<file path="config.mk">
export PLATFORM = sky130hd
export DESIGN_NAME = div_seq_flat
export DESIGN_NICKNAME = d
export VERILOG_FILES = /design/src/rtl/div_seq_pkg.sv /design/src/rtl/div_seq_if.sv /design/src/rtl/div_step.sv /design/src/rtl/div_seq.sv /design/src/flat_wrapper.sv
export SDC_FILE = /design/constraint.sdc
export NUM_CORES = 1
export LEC_CHECK = 0
export BUFFER_PORTS_ARGS = -buffer_cell sky130_fd_sc_hd__buf_2
export CORE_MARGIN = 2
export CORE_UTILIZATION = 32
export DETAILED_ROUTE_END_ITERATION = 7
export GPL_TIMING_DRIVEN = 0
export HOLD_SLACK_MARGIN = 0.03
export PLACE_DENSITY_LB_ADDON = 0.25
export SYNTH_ARGS = -nofsm -noshare
export SYNTH_HDL_FRONTEND = slang
export SYNTH_SLANG_ARGS = --single-unit
</file>
<file path="constraint.sdc">
create_clock -name clk -period 7.8 [get_ports clk]
set_input_delay 1.56 -clock clk [delete_from_list [all_inputs] [get_ports clk]]
set_output_delay 1.56 -clock clk [all_outputs]
set_load 0.01 [all_outputs]
</file>
<file path="src/rtl/div_seq_pkg.sv">
// Shared types and constants for the iterative divide sequencer.
// Widths, FSM state codes and handshake levels used by div_seq and div_step.
package div_seq_pkg;

    localparam int unsigned RegWidth       = 32;
    localparam int unsigned DoubleRegWidth = 64;

    localparam logic [5:0] DivSteps = 6'd32;

    localparam logic DivResultReady    = 1'b1;
    localparam logic DivResultNotReady = 1'b0;
    localparam logic DivStart          = 1'b1;
    localparam logic DivStop           = 1'b0;

    typedef enum logic [1:0] {
        DivFree   = 2'b00,
        DivByZero = 2'b01,
        DivOn     = 2'b10,
        DivEnd    = 2'b11
    } div_state_e;

    // Two's-complement magnitude; 0x80000000 maps onto itself.
    function automatic logic [RegWidth-1:0] mag32(input logic [RegWidth-1:0] v);
        return v[RegWidth-1] ? (~v + 32'd1) : v;
    endfunction

    function automatic logic [RegWidth-1:0] neg32(input logic [RegWidth-1:0] v);
        return ~v + 32'd1;
    endfunction

endpackage

</file>
<file path="src/rtl/div_seq_if.sv">
// Request/result bundle between the EX stage and the divide sequencer.
// master = EX side, slave = divider side.
interface div_seq_if;
    import div_seq_pkg::*;

    logic                      signed_div_i;
    logic [RegWidth-1:0]       opdata1_i;
    logic [RegWidth-1:0]       opdata2_i;
    logic                      start_i;
    logic                      annul_i;
    logic [DoubleRegWidth-1:0] result_o;
    logic                      ready_o;
    logic                      stallreq_o;

    modport master (
        output signed_div_i,
        output opdata1_i,
        output opdata2_i,
        output start_i,
        output annul_i,
        input  result_o,
        input  ready_o,
        input  stallreq_o
    );

    modport slave (
        input  signed_div_i,
        input  opdata1_i,
        input  opdata2_i,
        input  start_i,
        input  annul_i,
        output result_o,
        output ready_o,
        output stallreq_o
    );

endinterface

</file>
<file path="src/rtl/div_step.sv">
// One restoring-division step: trial subtract of the divisor from the
// shifted partial remainder, yielding the next remainder and quotient bit.
module div_step
    import div_seq_pkg::*;
(
    input  logic [RegWidth:0]   rem,
    input  logic [RegWidth-1:0] divisor,
    output logic [RegWidth-1:0] rem_next,
    output logic                qbit
);

    logic [RegWidth:0] trial;

    // rem < 2*divisor, so a non-negative trial always fits in 32 bits and a
    // failed trial implies rem itself fits in 32 bits.
    assign trial    = rem - {1'b0, divisor};
    assign qbit     = ~trial[RegWidth];
    assign rem_next = qbit ? trial[RegWidth-1:0] : rem[RegWidth-1:0];

endmodule

</file>
<file path="src/rtl/div_seq.sv">
// Iterative 32-bit signed/unsigned divide sequencer for the EX stage.
// Runs 32 restoring steps, stalls the pipe while busy, returns {rem, quot}.
module div_seq
    import div_seq_pkg::*;
(
    input logic       clk,
    input logic       rst,
    div_seq_if.slave  bus
);

    div_state_e                state_q;
    logic [5:0]                cnt_q;
    logic [64:0]               shift_q;
    logic [RegWidth-1:0]       divisor_q;
    logic                      signed_q;
    logic                      sign1_q;
    logic                      sign2_q;
    logic [DoubleRegWidth-1:0] result_q;
    logic                      ready_q;

    logic [RegWidth-1:0] step_rem;
    logic                step_qbit;
    logic [RegWidth-1:0] fix_quo;
    logic [RegWidth-1:0] fix_rem;
    logic                req_take;

    // shift_q is kept pre-shifted: [64:32] is the 33-bit trial remainder,
    // quotient bits enter at [0], final remainder ends up in [64:33].
    div_step u_div_step (
        .rem      (shift_q[64:32]),
        .divisor  (divisor_q),
        .rem_next (step_rem),
        .qbit     (step_qbit)
    );

    assign req_take = (bus.start_i == DivStart) && !bus.annul_i;

    always_comb begin
        fix_quo = shift_q[RegWidth-1:0];
        fix_rem = shift_q[64:33];
        if (signed_q && (sign1_q ^ sign2_q)) begin
            fix_quo = neg32(shift_q[RegWidth-1:0]);
        end
        if (signed_q && sign1_q) begin
            fix_rem = neg32(shift_q[64:33]);
        end
    end

    always_comb begin
        bus.stallreq_o = 1'b0;
        unique case (state_q)
            DivFree:   bus.stallreq_o = req_take;
            DivByZero: bus.stallreq_o = 1'b1;
            DivOn:     bus.stallreq_o = !bus.annul_i;
            DivEnd:    bus.stallreq_o = 1'b0;
            default:   bus.stallreq_o = 1'b0;
        endcase
    end

    always_ff @(posedge clk) begin
        if (!rst) begin
            state_q   <= DivFree;
            cnt_q     <= '0;
            shift_q   <= '0;
            divisor_q <= '0;
            signed_q  <= 1'b0;
            sign1_q   <= 1'b0;
            sign2_q   <= 1'b0;
            result_q  <= '0;
            ready_q   <= DivResultNotReady;
        end else begin
            unique case (state_q)
                DivFree: begin
                    if (req_take) begin
                        if (bus.opdata2_i == '0) begin
                            state_q <= DivByZero;
                        end else begin
                            state_q   <= DivOn;
                            cnt_q     <= '0;
                            signed_q  <= bus.signed_div_i;
                            sign1_q   <= bus.opdata1_i[RegWidth-1];
                            sign2_q   <= bus.opdata2_i[RegWidth-1];
                            divisor_q <= bus.signed_div_i ? mag32(bus.opdata2_i)
                                                          : bus.opdata2_i;
                            shift_q   <= {32'b0,
                                          bus.signed_div_i ? mag32(bus.opdata1_i)
                                                           : bus.opdata1_i,
                                          1'b0};
                        end
                    end
                end
                DivByZero: begin
                    if (bus.annul_i) begin
                        state_q <= DivFree;
                    end else begin
                        state_q  <= DivEnd;
                        result_q <= '0;
                        ready_q  <= DivResultReady;
                    end
                end
                DivOn: begin
                    if (bus.annul_i) begin
                        state_q <= DivFree;
                        cnt_q   <= '0;
                    end else if (cnt_q != DivSteps) begin
                        shift_q <= step_qbit ? {step_rem, shift_q[31:0], 1'b1}
                                             : {shift_q[63:0], 1'b0};
                        cnt_q   <= cnt_q + 6'd1;
                    end else begin
                        state_q  <= DivEnd;
                        cnt_q    <= '0;
                        result_q <= {fix_rem, fix_quo};
                        ready_q  <= DivResultReady;
                    end
                end
                DivEnd: begin
                    if (bus.start_i == DivStop) begin
                        state_q  <= DivFree;
                        result_q <= '0;
                        ready_q  <= DivResultNotReady;
                    end
                end
                default: state_q <= DivFree;
            endcase
        end
    end

    assign bus.result_o = result_q;
    assign bus.ready_o  = ready_q;

endmodule

</file>
<file path="src/flat_wrapper.sv">
// flat-port wrapper written by rule: the top's interface ports become plain ports
module div_seq_flat import div_seq_pkg::*;
  (clk, rst, bus_signed_div_i, bus_opdata1_i, bus_opdata2_i, bus_start_i, bus_annul_i, bus_result_o, bus_ready_o, bus_stallreq_o);
  div_seq_if bus_i ();
  input logic clk;
  input logic rst;
  input wire logic [$bits(bus_i.signed_div_i)-1:0] bus_signed_div_i;
  input wire logic [$bits(bus_i.opdata1_i)-1:0] bus_opdata1_i;
  input wire logic [$bits(bus_i.opdata2_i)-1:0] bus_opdata2_i;
  input wire logic [$bits(bus_i.start_i)-1:0] bus_start_i;
  input wire logic [$bits(bus_i.annul_i)-1:0] bus_annul_i;
  output wire logic [$bits(bus_i.result_o)-1:0] bus_result_o;
  output wire logic [$bits(bus_i.ready_o)-1:0] bus_ready_o;
  output wire logic [$bits(bus_i.stallreq_o)-1:0] bus_stallreq_o;
  assign bus_i.signed_div_i = bus_signed_div_i;
  assign bus_i.opdata1_i = bus_opdata1_i;
  assign bus_i.opdata2_i = bus_opdata2_i;
  assign bus_i.start_i = bus_start_i;
  assign bus_i.annul_i = bus_annul_i;
  assign bus_result_o = bus_i.result_o;
  assign bus_ready_o = bus_i.ready_o;
  assign bus_stallreq_o = bus_i.stallreq_o;
  div_seq u_core (.clk(clk), .rst(rst), .bus(bus_i));
endmodule
</file>
==> out/metrics.cfg, run 1 <==
[sta]
slew_headroom=0.135
min_period_ns=4.20
fin_crit_sh=0.539
fmax_mhz=238
hold_viol_final=0
skew_ns=0.0168
final-setup-viol-count=0
grt_setup_unrepaired=no
slew_violations=0
worstMarginPinSlew_ns=1.29
setup_ws_ns=3.60
final.setup.tns_ns=0
holdWs_ns=0.453

[die]
initial_core_util=0.322
die_height_um=190
dieArea_mm2=0.0360
pin_count=135
coreArea_mm2=0.0343
die-width_um=190
rows=68

[yosys]
syn_nets=1503
synthCells=1391
async_flop_share=0
synth_cell_type_count=68
synth_edf_count=0
ys_ff_latch=173
yosysWarnings=0
syn_area_mm2=0.0110
synthFlopType=dfxtp_1
avgSynthCellArea_um2=7.94
synth-seq-area-share=0.314

[cts]
postCtsSetupRepairBufs=0
cts_root_buf=clkbuf_16
cts_made_buffers=17
clk_pin_slew_worst_paths_ns=0.08
cts_tree=done
postCtsHoldBufs=0
htree_levels=4
cts_sinks=173
cts_resized=0
cts_buffer_depth=2
clkLatencyLatePin_ns=0.44

[power_and_ir_drop]
p_per_area_mw_per_mm2=240
switching_share=0.410
pwr-share-clk=0.275
peakVddDrop_v=0.000154
switching_power_mw=1.27
power_frac_seq=0.346
total_power_mw=3.09
pwr-share-comb=0.379
p_int_mw=1.82
leakage_nw=5.31

[final_layout]
fin_util=0.375
nets=1656
fillers=3629
drive_gt1_frac=0.132
n_antenna_cell=0
synthToLayoutAreaGrowth_pct=16.4
final_cell_count_no_fill=2012
final_area_mm2=0.0129

[setup_path]
path_buf_inv=1
slowest_stage=or4_1
worstPathArrival_ns=4.51
worstSetupStartpointType=input port
critPathMaxStageDelay_ns=0.59
crit_top_cell=or4_1
crit_required_ns=8.11
criticalPathCategory=in2reg
critical_path.cell_chain=buf_2 -> or4_1 -> nor4_2 -> nand4_1 -> or4_1 -> o31ai_1 -> xor2_1 -> nor2_1 -> a21oi_1 -> o21ai_0
critPathTopFamily=simple AND/OR/NAND/NOR gates
crit_path_end_kind=flip-flop
critical_path_peak_fanout=7

[route]
first_pass_iters=5
drc_errors=0
vias_per_cell=5.09
vias=10200
drt_iter0_drc=599
post_drt_wl_per_cell_um=16.3
antenna_left=0
totalWireLength_um=32800

[place]
place_ws_ns=3.17
globalplace.congestion=0.857
port-buffer-count=134
place_hpwl_um=26000
post_dp_cell_area_mm2=0.0123
place_inst=1980

[flow_run]
maxCapViolCount=0

[grt]
grt.overflow.total=0
grt_max_degree=19
grt_use_total=0.180
grt_pass1_wl_um=52100
antenna_found_initial=0
grt_pass1_vias=9727

[outcome]
status=finished clean

[hold_path]
min_path_type=reg2reg

worst register-to-register path, stage by stage (launching register included):
cell and delay [ns]:
dfxtp_1 0.53, inv_1 0.21, fa_1 0.46, nand2b_1 0.19, a21o_1 0.20, a21oi_1 0.20
o31a_1 0.31, a31o_2 0.27, a311oi_2 0.13, xnor2_2 0.48, clkbuf_1 0.69, mux2i_1 0.27
o21ai_1 0.07
layer usage:
metal	share of wire	track usage	vias to the layer above
met2	0.43	0.285	256
li1	-	-	5195
met3	0.047	0.0253	29
met5	0	0	-
met4	0.014	0.0468	0
met1	0.50	0.257	4764
power by group through the flow:
| stage | logic, mW | clock network [mW] | registers (mW) |
|---|---|---|---|
| floorplan | 0.854 | 0 | 1.05 |
| global placement | 1.15 | 0 | 1.08 |
| detailed placement | 1.16 | 0 | 1.08 |
| CTS | 1.17 | 0.865 | 1.06 |
| global route | 1.31 | 0.898 | 1.08 |
| finish | 1.17 | 0.848 | 1.07 |
registers in the layout, summed over array words and instances, names as in the netlist:
name,cells
u_core.sign1_q,1
u_core.sign2_q,1
u_core.bus.ready_o,1
u_core.signed_q,1
u_core.shift_q,65
u_core.state_q,2
u_core.bus.result_o,64
u_core.divisor_q,32
u_core.cnt_q,6
area by class of cell:
cell class                      count  area, um^2  share of cell area
Inverter                           59         221              0.0172
Clock buffer                       17         425              0.0331
Multi-Input combinational cell   1082        7030               0.546
Timing Repair Buffer              134         671              0.0521
Tap cell                          455         569              0.0443
Clock inverter                     15         151              0.0118
Buffer                             77         335              0.0261
Sequential cell                   173        3460               0.269
synth_stat cells, types with 4 or more instances:
cell type	n	area share
nor2b_1	51	0.029
o21ai_0	95	0.043
a21boi_0	29	0.020
o211a_1	30	0.027
or3_1	10	0.0057
a21o_1	13	0.0088
and4_1	6	0.0048
mux2i_1	27	0.024
buf_6	4	0.0041
nand2_1	207	0.070
o41ai_1	8	0.0063
a31oi_1	11	0.0062
nand3_1	15	0.0068
nor4_1	8	0.0045
o21ai_1	31	0.014
xor2_1	81	0.064
nand2b_1	12	0.0068
xnor2_1	70	0.055
and2_1	11	0.0062
a21oi_1	82	0.037
dfxtp_1	173	0.31
o211ai_1	4	0.0027
nor3_1	23	0.010
or2_2	5	0.0028
a22oi_1	44	0.030
o221ai_1	5	0.0040
nand3b_1	4	0.0027
buf_2	10	0.0045
or4_1	9	0.0061
nand4_1	10	0.0057
nor2_1	66	0.022
o31ai_1	25	0.017
nor3b_1	4	0.0027
clkbuf_1	61	0.021
inv_1	59	0.020
ha_1	42	0.048
cell families after synthesis:
logic type | synth area share
simple gates | 0.207
compound gates | 0.234
flops | 0.314
xor+xnor | 0.121
buf+inv | 0.0504
fa+ha+maj | 0.0494
mux | 0.0245
worst paths after layout:
path | slack [ns] | from | cells after the start | end
max | 3.60 | bus_opdata1_i[5] | 10 | u_core.shift_q[30]
min | 0.45 | u_core.bus.result_o[26] | 2 | u_core.bus.result_o[26]
max reg2reg | 3.65 | u_core.shift_q[33] | 12 | u_core.shift_q[45]
min reg2reg | 0.45 | u_core.bus.result_o[26] | 2 | u_core.bus.result_o[26]
placed cells by master (no fill, tap or decap), types with 5 or more instances in the layout:
cell type	netlist	layout
buf_2	10	144
o221ai_1	5	5
or3_1	10	10
a31oi_1	11	11
o21ai_1	31	31
a21o_1	13	13
inv_1	59	59
and4_1	6	6
o31ai_1	25	25
xor2_1	81	81
xnor2_1	70	70
o211a_1	30	30
nor2_1	66	66
o21ai_0	95	95
dfxtp_1	173	173
a22oi_1	44	44
clkbuf_1	61	61
mux2i_1	27	27
or4_1	9	9
o41ai_1	8	8
nand2b_1	12	12
nand4_1	10	10
a21oi_1	82	82
nor2b_1	51	51
nand2_1	207	207
and2_1	11	11
inv_8	0	5
nand3_1	15	15
ha_1	42	42
nor4_1	8	8
a21boi_0	29	29
or2_2	5	5
nor3_1	23	23
clkbuf_16	0	17
(Power assumes the default switching activity.)
==> run 2: changes to the inputs <==
clock period = 3.95 ns   (was 7.8 ns; I/O delays follow)
==> out/metrics.cfg, run 2 (synthesized netlist as in run 1, its figures left out) <==
[setup_path]
critical_path.cell_chain=inv_1 -> fa_1 -> nand2b_1 -> a21o_1 -> a21oi_1 -> o31a_1 -> a31o_2 -> a311oi_2 -> xnor2_4 -> clkbuf_4 -> mux2i_1 -> o21ai_1
criticalPathCategory=reg2reg
crit_path_end_kind=flip-flop
worstSetupStartpointType=flip-flop
path_buf_inv=2
critPathTopFamily=compound AO/OA/AOI/OAI gates
crit_required_ns=4.26
worstPathArrival_ns=4.13
slowest_stage=dfxtp_1
critPathMaxStageDelay_ns=0.53
critical_path_peak_fanout=10

[final_layout]
fillers=3626
n_antenna_cell=0
regMostFlops=u_core.shift_q
nets=1656
final_cell_count_no_fill=2012
synthToLayoutAreaGrowth_pct=16.6
mostFrequentLayoutCells=207 x nand2_1, 173 x dfxtp_1, 144 x buf_2
largest_reg_flops=65
final_area_mm2=0.0129
fin_util=0.376
drive_gt1_frac=0.134
final_common_cell=nand2_1

[grt]
grt_pass1_wl_um=52100
grt_pass1_vias=9727
grt.overflow.total=0
grt_max_degree=19
grt_use_total=0.180
antenna_found_initial=0

[place]
place_hpwl_um=26000
place_ws_ns=-0.173
globalplace.congestion=0.857
place_inst=1980
post_dp_cell_area_mm2=0.0123
port-buffer-count=134

[route]
totalWireLength_um=32900
post_drt_wl_per_cell_um=16.3
drc_errors=0
vias=10300
antenna_left=0
first_pass_iters=5
vias_per_cell=5.12
drt_iter0_drc=626

[die]
rows=68
coreArea_mm2=0.0343
pin_count=135
die_height_um=190
die-width_um=190
dieArea_mm2=0.0360
initial_core_util=0.322

[cts]
htree_levels=4
clkLatencyLatePin_ns=0.44
cts_tree=done
cts_made_buffers=17
cts_buffer_depth=2
postCtsHoldBufs=0
clk_pin_slew_worst_paths_ns=0.08
cts_root_buf=clkbuf_16
cts_sinks=173
postCtsSetupRepairBufs=0

[sta]
slew_headroom=0.0949
slew_violations=0
skew_ns=0.0167
fmax_mhz=262
setup_ws_ns=0.126
fin_crit_sh=0.968
min_period_ns=3.82
hold_viol_final=0
worstMarginPinSlew_ns=1.35
final-setup-viol-count=0

[hold_path]
min_path_type=reg2reg

[power_and_ir_drop]
peakVddDrop_v=0.000305
leakage_nw=5.31
total_power_mw=6.10
p_per_area_mw_per_mm2=474

[flow_run]
maxCapViolCount=0

[outcome]
status=finished clean

## run 2: cell counts in the layout (fill, tap and decap cells not counted)
No cell type changed its count.
## run 2: routing by layer
metal	vias to the layer above	GRT usage	wire length [um]
li1	5192	-	-
met1	4827	0.257	16600
met2	258	0.285	14400
met3	29	0.0253	1460
met4	0	0.0468	467
met5	-	0	0
## run 2: worst min-delay path: stages, from the launching register on
cell and delay [ns]:
dfxtp_1 0.33, nand2_1 0.04, o21ai_0 0.05
## run 2: worst paths after layout
| check | from | to | slack [ns] | cells past startpoint |
|---|---|---|---|---|
| min | u_core.bus.result_o[26] | u_core.bus.result_o[26] | 0.45 | 2 |
| max | u_core.shift_q[33] | u_core.shift_q[60] | 0.13 | 12 |
| max reg2reg | u_core.shift_q[33] | u_core.shift_q[60] | 0.13 | 12 |
| min reg2reg | u_core.bus.result_o[26] | u_core.bus.result_o[26] | 0.45 | 2 |
## run 2: area by class of cell
class	count	area [um^2]	share of cell area
inverters	59	221	0.0172
repair buffers	134	671	0.0521
clock inverters	15	151	0.0118
plain buffers	77	340	0.0264
multi-input cells	1082	7040	0.546
clock buffers	17	425	0.0330
flip-flops and latches	173	3460	0.269
well taps	455	569	0.0442
## run 2: repair_timing
action	4_1_cts	5_1_grt
gates resized for setup	1	5
hold endpoints to repair	0	0
gates cloned	0	0
endpoints found under the setup margin	10	29
## run 2: where the power goes
part	internal, mW	switching (mW)	leakage [nW]	total (mW)
Sequential	1.91	0.192	1.40	2.10
Clock	0.845	0.835	0.276	1.68
Combinational	0.840	1.48	3.64	2.32
## run 2: through the flow
step	hold WS, ns	setup TNS (ns)
global placement	0.436	-1.73
floorplan	0.441	0
global route	0.475	-0.0406
CTS	0.457	0
finish	0.453	0
detailed placement	0.439	-1.60
